[src/rtl/grc_pkg.sv]
// Shared types and constants for the gate response checker.
package grc_pkg;

   typedef enum logic [1:0] {
      StIdle,
      StRun,
      StCheck,
      StDone
   } grc_state_e;

   // x^8 + x^6 + x^5 + x^4 + 1 (x^8 implicit)
   localparam logic [7:0] GrcMisrPoly = 8'h71;

   // Expected s indexed by {a,b}
   localparam logic [3:0] TblAnd  = 4'h8;
   localparam logic [3:0] TblOr   = 4'hE;
   localparam logic [3:0] TblXor  = 4'h6;
   localparam logic [3:0] TblNand = 4'h7;
   localparam logic [3:0] TblNor  = 4'h1;
   localparam logic [3:0] TblXnor = 4'h9;

   // One MISR step: shift left, fold the polynomial in on MSB carry-out, xor data in.
   function automatic logic [7:0] grc_misr_step(input logic [7:0] sig, input logic [7:0] din);
      grc_misr_step = {sig[6:0], 1'b0} ^ (sig[7] ? GrcMisrPoly : 8'h00) ^ din;
   endfunction

endpackage

[src/rtl/grc_misr.sv]
// 8-bit multiple-input signature register with synchronous clear and enable.
module grc_misr
   import grc_pkg::*;
(
   input  logic       clk,
   input  logic       reset,
   input  logic       clear,
   input  logic       enable,
   input  logic [7:0] din,
   output logic [7:0] signature
);

   logic [7:0] sig_q, sig_d;

   // Clear wins over enable; otherwise hold.
   always_comb begin
      sig_d = sig_q;
      if (clear) begin
         sig_d = 8'h00;
      end else if (enable) begin
         sig_d = grc_misr_step(sig_q, din);
      end
   end

   // Signature register.
   always_ff @(posedge clk or posedge reset) begin
      if (reset) begin
         sig_q <= 8'h00;
      end else begin
         sig_q <= sig_d;
      end
   end

   assign signature = sig_q;

endmodule

[config.mk]
export PLATFORM = sky130hd
export DESIGN_NAME = grc_misr
export DESIGN_NICKNAME = d
export VERILOG_FILES = /design/src/rtl/grc_pkg.sv /design/src/rtl/grc_misr.sv
export SDC_FILE = /design/constraint.sdc
export NUM_CORES = 1
export LEC_CHECK = 0
export ABC_CLOCK_PERIOD_IN_PS = 1450
export BUFFER_PORTS_ARGS = -buffer_cell sky130_fd_sc_hd__buf_2
export CORE_AREA = 3 3 40 42
export DETAILED_ROUTE_END_ITERATION = 16
export DIE_AREA = 0 0 43 45
export PLACE_DENSITY = 0.66
export REMOVE_ABC_BUFFERS = 1
export SLEW_MARGIN = 20
export SYNTH_ARGS = -nofsm -noshare
export SYNTH_HDL_FRONTEND = slang
export SYNTH_SLANG_ARGS = --single-unit
[constraint.sdc]
create_clock -name clk -period 1.45 [get_ports clk]
set_input_delay 0.145 -clock clk [delete_from_list [all_inputs] [get_ports clk]]
set_output_delay 0.145 -clock clk [all_outputs]
set_load 0.01 [all_outputs]
# [After elaboration in Yosys (flattened, before gate mapping)]
# Cells that the tools add are included.
[word_totals] reg_bits=8 mem_count=0 out_inout_bits=8 latch_bits=0 in_bits=12 romBits=0 ram_bits=0
[classes] order_cmp=0 div_mod_pow=0 n_eq_ne=0 shifts=0 reduce_logical=1 mux=3 mul=0 bitwise_logic=2 n_addsub=0
[ops] cell="2-to-1 mux 8 bit" n=2
[ops] cell="bitwise XOR 8 x 7 -> 8 bit" n=1
[ops] cell="bitwise XOR 8 bit" n=1
[ops] cell="2-to-1 mux 7 bit" n=1
[ops] cell="nonzero test 2 bit" n=1

# [Longest topological paths before layout]
[logic_depth] word_depth=5 ltp_mapped=4 ltp_nobuf=3

# [Worst setup path after synthesis]
# No wires, ideal clock.
[synth_timing] path_kind="register -> register" from="reg sig_q[4] (netlist: signature[4])" to="reg sig_q[5] (netlist: signature[5])" synth_period_minus_slack_ps=976 required_time_ps=1326 path_stages_with_launch=4 arrival_ps=851 n_path_buf=0 setup_slack_ps=474 path_cell_list="dfrtp_1 -> xnor2_1 -> mux2i_1 -> o21ai_1"
[synth_via] elab_chain_cells=4
[synth_rtl] item="start: declaration" line_no="grc_misr.sv:13" text="logic [7:0] sig_q, sig_d;"
[synth_rtl] item="start signal: assignment" line_no="grc_misr.sv:30" text="sig_q <= sig_d;"
[synth_rtl] item="bitwise XOR 8 x 7 -> 8 bit" line_no="grc_pkg.sv:24" text="grc_misr_step = {sig[6:0], 1'b0} ^ (sig[7] ? GrcMisrPoly : 8'h00) ^ din;"
[synth_rtl] item="bitwise XOR 8 bit" line_no="grc_pkg.sv:24"
[synth_rtl] item="2-to-1 mux 8 bit" line_no="grc_misr.sv:20" text="end else if (enable) begin"
[synth_rtl] item="2-to-1 mux 8 bit" line_no="grc_misr.sv:18" text="if (clear) begin"
# No other way between the ends. The select of a mux whose other input is x is not followed.
# A chain may end at the register's enable or synchronous reset.

# [Worst setup path after layout]
[layout_timing] from="reg sig_q[5] (netlist: signature[5])" to="reg sig_q[6] (netlist: signature[6])"
# Same word-level chain as after synthesis.

==> flow_summary.json <==
{
  "status": "completed",
  "antenna_found_initial": 0,
  "avgSynthCellArea_um2": 10.85,
  "stdcell_count": 76,
  "clock-sinks": 8,
  "worstHoldStart": "din[7]",
  "clockRootBuffer": "clkbuf_4",
  "cts.clk_slew.worst_paths_ns": 0.06,
  "fin_crit_ns": 1.035,
  "p_total_uw": 554.2,
  "drv_cap": 0,
  "setup_violations": 0,
  "arrival_ns": 1.16,
  "ir_worst_vdd_uv": 379.7,
  "grt-ovfl-total": 0,
  "yosysTopAreaCell": "dfrtp_1",
  "ys_top_cells_by_area": "dfrtp_1 46%, xnor2_1 16%, a211oi_1 8.6%",
  "max_freq_mhz": 966.2,
  "ctsHoldBuffers": 1,
  "vias": 329,
  "final_layout_size_suffix_gt1_share_pct": 37.70,
  "fin_crit_sh_pct": 71.38,
  "ios": 20,
  "core_um2": 1285,
  "synthDistinctLibCells": 12,
  "cts_tree": "yes",
  "skew_ns": 0.003409,
  "drt_pass1_iterations": 4,
  "final_nets": 75,
  "grt_first_pass_wirelength_um": 1283,
  "power.leakage_uw": 0.0002769,
  "post-cts-setup-buffers": 0,
  "ys_warn_count": 0,
  "cts.htree.levels": 1,
  "rsz0062_at_grt": "false",
  "initial_utilization_pct": 33.79,
  "clock_latency_ns": 0.25,
  "cts_buffer_depth": 2,
  "track_usage_pct": 9.228,
  "final_area_um2": 561.8,
  "regToRegStartpoint": "signature[5]",
  "hold_path_class": "input port to register",
  "worst_setup_path_end_kind": "register",
  "gp_congestion": 0.6663,
  "setup_tns_ns": 0,
  "fp-row-count": 13,
  "cp-start-kind": "register",
  "antenna_cells": 0,
  "fill_cells": 125,
  "slew_violations": 0,
  "place_inst": 72,
  "drtIter0Drc": 3,
  "drtAntennaViolNets": 0,
  "synth_area_um2": 434.2,
  "path_max_fanout": 3,
  "die_w_um": 43,
  "portBuffers": 19,
  "cts_resized": 0,
  "cts_made_buffers": 3,
  "wl_per_cell_um": 10.84,
  "final_util_pct": 43.72,
  "tightest_slew_ns": 0.3283,
  "dieArea_um2": 1935,
  "crit_type": "register to register",
  "yosysTopAreaCellShare_pct": 46.11,
  "first_global_vias": 300,
  "syn_inst": 40,
  "relSlewSlack_pct": 78.09,
  "power_density_nw_per_um2": 986.5,
  "placed_cell_area_um2": 529.3,
  "area_growth_pct": 29.39,
  "yosysSeqAreaShare_pct": 46.11,
  "wirelength_um": 824,
  "route.detailed.drc": 0,
  "synth_seq_cells": 8,
  "die_y_um": 45,
  "viasPerCell": 4.329,
  "largest_reg_flops": 8,
  "grt_max_degree": 16,
  "required_ns": 1.57,
  "hold_violations": 0,
  "crit_start": "signature[5]"
}
==> layout by cell type, fill, tap and decap left out <==
cell / count
inv_1: 1
mux2i_1: 3
dlygate4sd3_1: 1
a211oi_1: 5
xnor2_1: 8
nor3b_2: 1
buf_2: 19
nand2b_1: 3
and3b_1: 1
o21ai_1: 3
nor2_1: 5
dfrtp_1: 8
clkbuf_4: 3
==> through the flow <==
| stage | setup WS, ns | hold slack [ns] |
|---|---|---|
| 2_1_floorplan | 0.4743 | -0.03934 |
| 3_3_place_gp | 0.4544 | 0.1027 |
| 3_5_place_dp | 0.4261 | 0.1149 |
| 4_1_cts | 0.4005 | 0.1797 |
| 5_1_grt | 0.2998 | 0.1903 |
| 6_report | 0.4150 | 0.1867 |
==> critical path, cell delays in order, from the launching register on <==
cell	delay [ns]
dfrtp_1	0.39
xnor2_1	0.22
mux2i_1	0.21
o21ai_1	0.09
==> metal layers <==
metal	GRT usage (%)	vias to the layer above	wire length (µm)
met4	7.229	0	0
met2	11.98	13	354
met1	13.55	136	415
met5	0	-	0
li1	-	180	-
met3	1.195	0	54
==> area by class of cell <==
type | instances | area, µm² | share of cell area (%)
multi-input cells | 29 | 211.5 | 37.64
flip-flops and latches | 8 | 200.2 | 35.63
repair buffers | 20 | 105.1 | 18.71
clock buffers | 3 | 22.52 | 4.009
well taps | 15 | 18.77 | 3.341
inverters | 1 | 3.754 | 0.6682
==> final timing paths <==
kind                       slack (ns)  cells after the start            to
setup / recovery                 0.42                      3  signature[6]
hold / removal                   0.19                      3  signature[7]
setup reg to reg                 0.42                      3  signature[6]
hold reg to reg                  0.56                      2  signature[5]
max in group asynchronous        0.81                      3  signature[0]
min in group asynchronous        0.39                      3  signature[2]
==> cell usage after synthesis (all sizes together) <==
cell and number:
dfrtp 8, xnor2 8, a211oi 5, nor2 5, mux2i 3, nand2b 3, o21ai 3, buf 2
and3b 1, inv 1, nor3b 1
==> cells by family (layout without fill, tap and decap cells) <==
logic type / count (synthesis) / in the layout / synth area share (%)
XOR/XNOR: 8 / 8 / 16.14
AO/OA/AOI/OAI: 8 / 8 / 12.10
buffers and inverters: 3 / 24 / 5.187
multiplexers: 3 / 3 / 6.917
AND/OR/NAND/NOR: 10 / 10 / 13.55
flip-flops: 8 / 8 / 46.11
==> power by group <==
group | internal [µW] | switching, µW | total (µW)
Combinational | 66.2 | 58.7 | 125
Sequential | 244 | 19.7 | 264
Clock | 94.4 | 71.0 | 165
Total | 405 | 149 | 554
Note: power is estimated with default switching activity, not from simulation.
